===== config.mk =====
export PLATFORM = sky130hd
export DESIGN_NAME = peripheral_burst_splitter
export DESIGN_NICKNAME = d
export VERILOG_FILES = /design/src/rtl/peripheral_burst_splitter.sv
export SDC_FILE = /design/constraint.sdc
export NUM_CORES = 1
export LEC_CHECK = 0
export CORE_MARGIN = 2
export CORE_UTILIZATION = 35
export CTS_CLUSTER_DIAMETER = 200
export DETAILED_ROUTE_END_ITERATION = 10
export PLACE_DENSITY_LB_ADDON = 0.25
export SLEW_MARGIN = 40
export SYNTH_ARGS = -nofsm -noshare
export SYNTH_HDL_FRONTEND = slang
export SYNTH_SLANG_ARGS = --single-unit

===== constraint.sdc =====
create_clock -name slave_clk -period 3.4 [get_ports slave_clk]
set_clock_uncertainty 0.05 [all_clocks]
set_input_delay 1.02 -clock slave_clk [delete_from_list [all_inputs] [get_ports slave_clk]]
set_output_delay 1.02 -clock slave_clk [all_outputs]
set_load 0.01 [all_outputs]

===== src/rtl/peripheral_burst_splitter.sv =====
// Splits host Avalon-MM bursts into single-word commands for a clock-crossing
// bridge, bounding outstanding reads and returning read data one cycle later.
module peripheral_burst_splitter #(
  parameter int MAX_PENDING = 8
) (
  input  logic        slave_clk,
  input  logic        slave_reset_n,
  input  logic [7:0]  s_address,
  input  logic [4:0]  s_burstcount,
  input  logic        s_read,
  input  logic        s_write,
  input  logic [31:0] s_writedata,
  input  logic [3:0]  s_byteenable,
  output logic        s_waitrequest,
  output logic [31:0] s_readdata,
  output logic        s_readdatavalid,
  output logic [7:0]  m_address,
  output logic [3:0]  m_byteenable,
  output logic        m_read,
  output logic        m_write,
  output logic [31:0] m_writedata,
  input  logic        m_waitrequest,
  input  logic [31:0] m_readdata,
  input  logic        m_readdatavalid,
  output logic        err_unexpected_rdv
);

  typedef enum logic [1:0] {IDLE, RD_BURST, WR_BURST} state_t;

  state_t      state_q, state_d;
  logic [7:0]  addr_cnt_q, addr_cnt_d;
  logic [4:0]  beats_left_q, beats_left_d;
  logic [4:0]  pending_q, pending_d;
  logic        s_readdatavalid_q, s_readdatavalid_d;
  logic [31:0] s_readdata_q, s_readdata_d;
  logic        err_q, err_d;

  logic [4:0]  eff_count;
  logic        can_issue;
  logic        rd_accept;

  assign eff_count = (s_burstcount == 5'd0) ? 5'd1 : s_burstcount;
  assign can_issue = pending_q < 5'(MAX_PENDING);

  // Command path: everything the bridge sees is decoded from the current state.
  always_comb begin
    // NOTE: every output and next-state value gets a default first, so no
    // branch below can leave a signal unassigned and infer a latch.
    state_d       = state_q;
    addr_cnt_d    = addr_cnt_q;
    beats_left_d  = beats_left_q;
    s_waitrequest = 1'b0;
    m_read        = 1'b0;
    m_write       = 1'b0;
    m_address     = 8'h00;
    m_writedata   = 32'h0;
    m_byteenable  = 4'h0;
    rd_accept     = 1'b0;

    unique case (state_q)
      IDLE: begin
        if (s_read) begin
          addr_cnt_d   = s_address;
          beats_left_d = eff_count;
          state_d      = RD_BURST;
        end else if (s_write) begin
          if (pending_q != 5'd0) begin
            // Writes must not overtake reads still in flight through the bridge.
            s_waitrequest = 1'b1;
          end else begin
            m_write       = 1'b1;
            m_address     = s_address;
            m_writedata   = s_writedata;
            m_byteenable  = s_byteenable;
            s_waitrequest = m_waitrequest;
            if (!m_waitrequest) begin
              addr_cnt_d   = s_address + 8'd1;
              beats_left_d = eff_count - 5'd1;
              if (eff_count != 5'd1) state_d = WR_BURST;
            end
          end
        end
      end

      RD_BURST: begin
        s_waitrequest = 1'b1;
        if (can_issue) begin
          m_read       = 1'b1;
          m_address    = addr_cnt_q;
          m_byteenable = 4'hF;
          if (!m_waitrequest) begin
            rd_accept    = 1'b1;
            addr_cnt_d   = addr_cnt_q + 8'd1;
            beats_left_d = beats_left_q - 5'd1;
            if (beats_left_q <= 5'd1) state_d = IDLE;
          end
        end
      end

      WR_BURST: begin
        s_waitrequest = m_waitrequest;
        m_write       = s_write;
        m_address     = addr_cnt_q;
        if (s_write) begin
          m_writedata  = s_writedata;
          m_byteenable = s_byteenable;
          if (!m_waitrequest) begin
            addr_cnt_d   = addr_cnt_q + 8'd1;
            beats_left_d = beats_left_q - 5'd1;
            if (beats_left_q <= 5'd1) state_d = IDLE;
          end
        end
      end

      default: state_d = IDLE;
    endcase
  end

  // Outstanding-read accounting and the registered read-return path.
  always_comb begin
    pending_d         = pending_q;
    err_d             = err_q;
    s_readdatavalid_d = m_readdatavalid;
    s_readdata_d      = m_readdatavalid ? m_readdata : s_readdata_q;

    if (m_readdatavalid && pending_q == 5'd0) begin
      // Spurious return: flag it and keep the counter from underflowing.
      err_d     = 1'b1;
      pending_d = rd_accept ? 5'd1 : 5'd0;
    end else if (rd_accept && !m_readdatavalid) begin
      pending_d = pending_q + 5'd1;
    end else if (!rd_accept && m_readdatavalid) begin
      pending_d = pending_q - 5'd1;
    end
  end

  // NOTE: sequential state uses non-blocking assignments only, so every flop
  // samples the values computed before this edge regardless of block order.
  always_ff @(posedge slave_clk or negedge slave_reset_n) begin
    if (!slave_reset_n) begin
      state_q           <= IDLE;
      addr_cnt_q        <= 8'h00;
      beats_left_q      <= 5'd0;
      pending_q         <= 5'd0;
      s_readdatavalid_q <= 1'b0;
      s_readdata_q      <= 32'h0;
      err_q             <= 1'b0;
    end else begin
      state_q           <= state_d;
      addr_cnt_q        <= addr_cnt_d;
      beats_left_q      <= beats_left_d;
      pending_q         <= pending_d;
      s_readdatavalid_q <= s_readdatavalid_d;
      s_readdata_q      <= s_readdata_d;
      err_q             <= err_d;
    end
  end

  assign s_readdatavalid    = s_readdatavalid_q;
  assign s_readdata         = s_readdata_q;
  assign err_unexpected_rdv = err_q;

endmodule


==> flow_summary_export.csv, run 1 <==
group,metric,value,unit
final_layout,post-route-util,57.3,%
cts,clkTransAtPathRegs,0.10,ns
power,power,0.00303,W
global_routing,grt.total_usage,18.0,%
global_routing,grt_max_degree,54,
routing,remaining_drc_errors,0,
worst_setup_path,critical_path_class,"primary input to output pin",
worst_setup_path,r2r_slack,0.56,ns
synth,synth_area,0.00331,mm2
timing,setup-violations-final,0,
cts,root_buffer,"clkbuf_8",
synth,synth.distinct_cells,55,
worst_setup_path,critical-path-max-stage-delay,0.26,ns
synth,synth_top_area_cell,"dfrtp_1",
final_layout,nets,630,
timing,finalSetupTns,0,ns
power,powerDensity,575,mW/mm2
min_path,whs_path_depth,1,
synth,synth_cells,336,
synth,yosys_warnings,0,
global_routing,grt_pass1_vias,3104,
synth,synth_most_common_cell,"dfrtp_1",
place,globalplace.congestion,0.814,
cts,clk_latency,0.30,ns
cts,clock_sinks,54,
global_routing,gr-total-overflow,0,
worst_setup_path,cp_max_fo,8,
worst_setup_path,cp_slowest_cell,"dlygate4sd2_1",
final_layout,fillers,835,
timing,period_minus_slack,3.32,ns
global_routing,grt_pass1_wl,14900,um
synth,synth-edff-count,0,
timing,final_hold_viol_count,0,
timing,slew-limit-headroom,61.1,%
global_routing,antenna_found_initial,1,
timing,rsz0062_at_grt,"false",
job,maxCapViolCount,0,
worst_setup_path,path_depth,8,
final_layout,drive_gt1_share,25.3,%
die,dieArea,0.0102,mm2
synth,synth_top_flop_cell,"dfrtp_1",
synth,synth.top_cell.area_share,40.9,%
die,io_pins,168,
timing,hold_slack,0.419,ns
place,io_buffers,167,
die,core,0.00920,mm2
routing,drtAntennaViolNets,0,
routing,wl,9190,um
final_layout,syn_to_final_growth,59.3,%
min_path,hold_path.class,"register to register",
routing,num_vias,3182,
worst_setup_path,critPathBufInv,3,
timing,worstMarginPinSlew,0.583,ns
cts,cts_made_buffers,5,
worst_setup_path,worstSetupEndpointType,"output pin",
routing,dr.pass1.iters,4,
synth,synth_fp_nets,437,
place,dp_hpwl,6960,um
worst_setup_path,crit_chain,"dlygate4sd2_1 > nor2b_4 > nand2_1 > nor2_4 > buf_6 > a22oi_1 > nor2_1 > clkdlybuf4s15_2",
worst_setup_path,crit_path_start_kind,"primary input",
synth,netlist_top_cells_count,"dfrtp_1 (54), and2_1 (33), mux2_2 (32)",
timing,slew_viol_final,0,
place,dpl_worst_slack,-0.565,ns
worst_setup_path,critPathTopFamily,"buffers and inverters",
worst_setup_path,arrival,2.25,ns
timing,fin_ws,0.0815,ns
die,die_w,101,um
routing,wl_per_cell,14.3,um
cts,cts_buffer_depth,2,
worst_setup_path,cp.required,2.33,ns
cts,cts_tree,"done",
worst_setup_path,r2r.worst_path.cells,11,
timing,finalCritPeriodShare,97.6,%
cts,h-tree-depth,2,
power,leakage,2.36,nW
synth,synth-seq-cells,54,
routing,avgViaCountPerCell,4.96,
synth,synthTopCellsByArea,"dfrtp_1 (41%), mux2_2 (11%), and2_1 (6.2%)",
die,die_h,101,um
routing,dr.first_iter.drc_count,82,
synth,ys_async_sr_fraction,100,%
power,vdd_drop_max,0.309,mV
cts,hold_buffers,0,
status,status,"completed",
timing,fmax,301,MHz
synth,seq_area_frac_synth,40.9,%
synth,syn_area_per_cell,9.84,um2
die,start_util,36.0,%
die,fp-row-count,35,
[worst register-to-register path, stage by stage, from the launching register on]
cell      delay, ns
dfrtp_1        0.41
inv_1          0.10
ha_1           0.20
or3b_1         0.38
buf_4          0.17
nor2_1         0.13
nand2_1        0.18
fa_1           0.44
a21o_1         0.19
a21o_1         0.19
o21ai_0        0.14
o311ai_0       0.14
[cells by family (layout without fill, tap and decap cells)]
kind of cell	Yosys count	count (layout)	synth area share, %
AOI/OAI and AO/OA	73	73	14.9
xor gates and xnor gates	13	13	3.44
adders and majority gates	14	14	5.52
buffers and inverters	28	222	3.78
DFF	54	54	40.9
muxes	35	35	11.8
other	0	1	0
and+or+nand+nor	119	119	19.7
[cells in the final DEF, fill, tap and decap left out, types with 2 or more instances in the layout]
cell type	count
a211o_1	4
a21o_1	4
a21oi_1	13
a22o_1	2
a22oi_1	8
a2bb2oi_1	2
and2_1	33
buf_2	29
buf_4	30
buf_6	5
clkbuf_2	11
clkbuf_8	5
clkdlybuf4s15_2	4
clkdlybuf4s50_1	118
dfrtp_1	54
dlygate4sd2_1	4
ha_1	13
inv_1	11
inv_6	3
mux2_2	32
mux2i_1	3
nand2_1	26
nand2b_1	3
nand3_1	6
nor2_1	19
nor2b_1	8
nor3_1	4
nor4_1	2
nor4b_2	2
o21a_1	2
o21ai_0	22
o22a_2	2
or3_1	3
xnor2_1	9
xor2_1	4
[registers in the layout, summed over array words and instances, names as in the netlist]
register / flops
beats_left_q: 5
s_readdata: 32
err_unexpected_rdv: 1
pending_q: 5
state_q: 2
s_readdatavalid: 1
addr_cnt_q: 8
[final timing paths]
path,startpoint,endpoint
setup / recovery,s_read,m_address[1]
hold / removal,err_unexpected_rdv,err_unexpected_rdv
setup reg to reg,state_q[1],pending_q[4]
hold reg to reg,err_unexpected_rdv,err_unexpected_rdv
max in group asynchronous,slave_reset_n,pending_q[0]
min in group asynchronous,slave_reset_n,addr_cnt_q[7]
[layout make-up]
class	instances	area, um2	area share [%]
diodes	1	2.50	0.0475
clock buffers	5	68.8	1.31
clock inverters	3	26.3	0.499
inverters	11	41.3	0.784
multi-input cells	254	1870	35.4
flip-flops and latches	54	1350	25.7
well taps	111	139	2.64
repair buffers	203	1770	33.7
[per-stage QoR]
step	area, um2	instances
floorplan	3310	336
global placement	5270	628
detailed placement	5270	628
CTS	5290	639
global route	5270	642
finish	5270	642
[repair_timing]
action | CTS | global route
setup endpoints to repair | 46 | 25
pin swaps | 1 | 0
gates cloned | 2 | 0
buffers inserted | 2 | 3
gates resized for setup | 154 | 24
[report_power, final]
group | switching [W] | internal, W
registers | 0.000156 | 0.000806
clock network | 0.000228 | 0.000154
logic | 0.000819 | 0.000865
[metal layers]
layer | wire length, um | global-route usage, % | vias up
met2 | 4390 | 31.4 | 138
met5 | 0 | 0 | -
met4 | 57 | 3.64 | 0
li1 | - | - | 1564
met3 | 1000 | 6.21 | 4
met1 | 3740 | 21.6 | 1476
(Power assumes the default switching activity.)
==> run 2, diff against run 1 <==
--- a/config.mk
+++ b/config.mk
@@ -12,3 +12,4 @@
 export PLACE_DENSITY_LB_ADDON = 0.25
-export SLEW_MARGIN = 40
+export SKIP_CTS_REPAIR_TIMING = 1
+export SLEW_MARGIN = 20
 export SYNTH_ARGS = -nofsm -noshare
==> constraint.sdc (replaced) <==
create_clock -name slave_clk -period 3.4 [get_ports slave_clk]
set_clock_uncertainty 0.05 [all_clocks]
set_input_delay 0.85 -clock slave_clk [delete_from_list [all_inputs] [get_ports slave_clk]]
set_output_delay 0.85 -clock slave_clk [all_outputs]
set_load 0.01 [all_outputs]
==> run 2 against run 1 <==
Effect of this change:
- routed wire length grew 2.4%
- clock-buffer cell count is the same
- register-to-register slack lost 0.12 ns
- utilization grew 1.5 points
- global-route usage grew 0.13 points
- fmax grew 0.81%
- critical path type unchanged
- critical endpoint is now m_writedata[12]
- critical path depth grew 1
- sequential cell count is the same
- die area is the same
- total power grew 0.19%
==> flow_summary_export.csv, run 2 (synthesis gave the netlist of run 1 again) <==
group,metric,value,unit
place,dp_hpwl,7160,um
power,switching_share,39.4,%
power,leakage,2.96,nW
place,postPlaceCellArea,0.00516,mm2
global_routing,antenna_found_initial,0,
job,maxCapViolCount,0,
timing,slew_viol_final,0,
final_layout,fillers,789,
cts,root_buffer,"clkbuf_8",
worst_setup_path,r2r_slack,0.44,ns
min_path,min_from,"err_unexpected_rdv",
die,fp-row-count,35,
die,core,0.00920,mm2
place,io_buffers,167,
worst_setup_path,crit_start,"s_read",
final_layout,num_antenna_cells,0,
worst_setup_path,reg2reg_from,"state_q[1]",
routing,avgViaCountPerCell,5.07,
power,combPwrFrac,55.5,%
worst_setup_path,path_depth,9,
power,power,0.00303,W
routing,num_vias,3183,
cts,clock_sinks,54,
timing,fmax,304,MHz
die,io_pins,168,
worst_setup_path,critPathBufInv,5,
timing,finalCritPeriodShare,96.8,%
timing,hold_slack,0.426,ns
power,power.internal,0.00184,W
die,dieArea,0.0102,mm2
worst_setup_path,critical_path_class,"primary input to output pin",
routing,wl,9410,um
cts,cts_made_buffers,5,
power,clock_power_share,12.7,%
final_layout,final_cell_area,0.00541,mm2
power,vdd_drop_max,0.280,mV
cts,clkTransAtPathRegs,0.10,ns
routing,remaining_drc_errors,0,
power,switchingPower,0.00119,W
worst_setup_path,critical-path-max-stage-delay,0.42,ns
cts,clk_latency,0.31,ns
global_routing,grt_pass1_wl,15000,um
final_layout,final_cell_mix,"clkdlybuf4s50_1 (120), dfrtp_1 (54), dlymetal6s2s_1 (43)",
power,power_frac_seq,31.8,%
timing,setup-violations-final,0,
cts,cts_buffer_depth,2,
global_routing,grt_pass1_vias,3201,
timing,worstMarginPinSlew,0.751,ns
die,die_w,101,um
min_path,hold_path.class,"register to register",
global_routing,grt_max_degree,39,
final_layout,final_common_cell,"clkdlybuf4s50_1",
routing,dr.pass1.iters,4,
cts,h-tree-depth,2,
cts,cts_tree,"done",
routing,dr.first_iter.drc_count,80,
worst_setup_path,crit_path_start_kind,"primary input",
worst_setup_path,critPathTopFamily,"buffers and inverters",
final_layout,drive_gt1_share,15.3,%
routing,drtAntennaViolNets,0,
die,start_util,36.0,%
place,globalplace.congestion,0.822,
worst_setup_path,crit_top_cell,"buf_4",
worst_setup_path,crit_path_end,"m_writedata[12]",
final_layout,nets,617,
global_routing,gr-total-overflow,0,
worst_setup_path,r2r.worst_path.cells,11,
power,powerDensity,561,mW/mm2
final_layout,largest_reg_flops,32,
worst_setup_path,cp.required,2.50,ns
status,status,"completed",
timing,slew-limit-headroom,49.9,%
die,die_h,101,um
worst_setup_path,arrival,2.39,ns
worst_setup_path,cp_max_fo,10,
global_routing,grt.total_usage,18.1,%
worst_setup_path,cp_slowest_cell,"clkdlybuf4s50_1",
worst_setup_path,crit_chain,"clkdlybuf4s50_1 > nor2b_1 > buf_4 > a21oi_2 > nor2b_2 > buf_4 > buf_6 > and2_1 > dlymetal6s2s_1",
worst_setup_path,rr_endpoint,"pending_q[4]",
timing,period_minus_slack,3.29,ns
timing,final_hold_viol_count,0,
final_layout,syn_to_final_growth,63.6,%
routing,wl_per_cell,15.0,um
worst_setup_path,worstSetupEndpointType,"output pin",
run 2: cell count changes in the layout (fill, tap and decap cells not counted), moves of 4 or more:
cell and delta:
dlymetal6s2s_1 +43, buf_2 -28, buf_4 -10, clkbuf_2 -8, clkdlybuf4s15_2 -4, dlygate4sd2_1 -4
run 2: worst min path at each step:
stage	endpoint	cells after the start
after floorplan	addr_cnt_q[7]	2
after global placement	err_unexpected_rdv	1
after detailed placement	err_unexpected_rdv	1
after CTS	err_unexpected_rdv	1
after global routing	err_unexpected_rdv	1
final	err_unexpected_rdv	1
run 2: area by class of cell:
type                       instances  area [um2]  area share (%)
timing repair buffer             190        1940            35.9
multi-input combinational        254        1840            34.0
sequential                        54        1350            25.0
tap                              111         139            2.57
clock buffer                       5        68.8            1.27
inverter                          11        41.3           0.763
clock inverter                     3        28.8           0.532
run 2: through the flow:
| stage | setup slack [ns] | instances | utilization (%) | TNS (ns) |
|---|---|---|---|---|
| global route | -0.0447 | 628 | 58.8 | -0.0996 |
| finish | 0.108 | 628 | 58.8 | 0 |
| floorplan | 0.560 | 336 | - | 0 |
| detailed placement | -0.237 | 615 | 56.1 | -7.87 |
| global placement | -0.175 | 615 | 56.1 | -6.51 |
| CTS | -0.235 | 623 | 57.2 | -8.03 |
run 2: metal layers:
layer	wire, um	global-route usage (%)	up-vias
met2	4540	31.7	136
met5	0	0	-
met1	3790	21.0	1498
met4	160	5.51	0
li1	-	-	1541
met3	917	6.21	8
run 2: power groups by stage:
| stage | Sequential, W | Clock [W] | Combinational [W] |
|---|---|---|---|
| finish | 0.000964 | 0.000385 | 0.00168 |
| global route | 0.000993 | 0.000427 | 0.00188 |
| CTS | 0.000966 | 0.000406 | 0.00170 |
| detailed placement | 0.000977 | 0 | 0.00169 |
| global placement | 0.000967 | 0 | 0.00165 |
| floorplan | 0.000963 | 0 | 0.00103 |
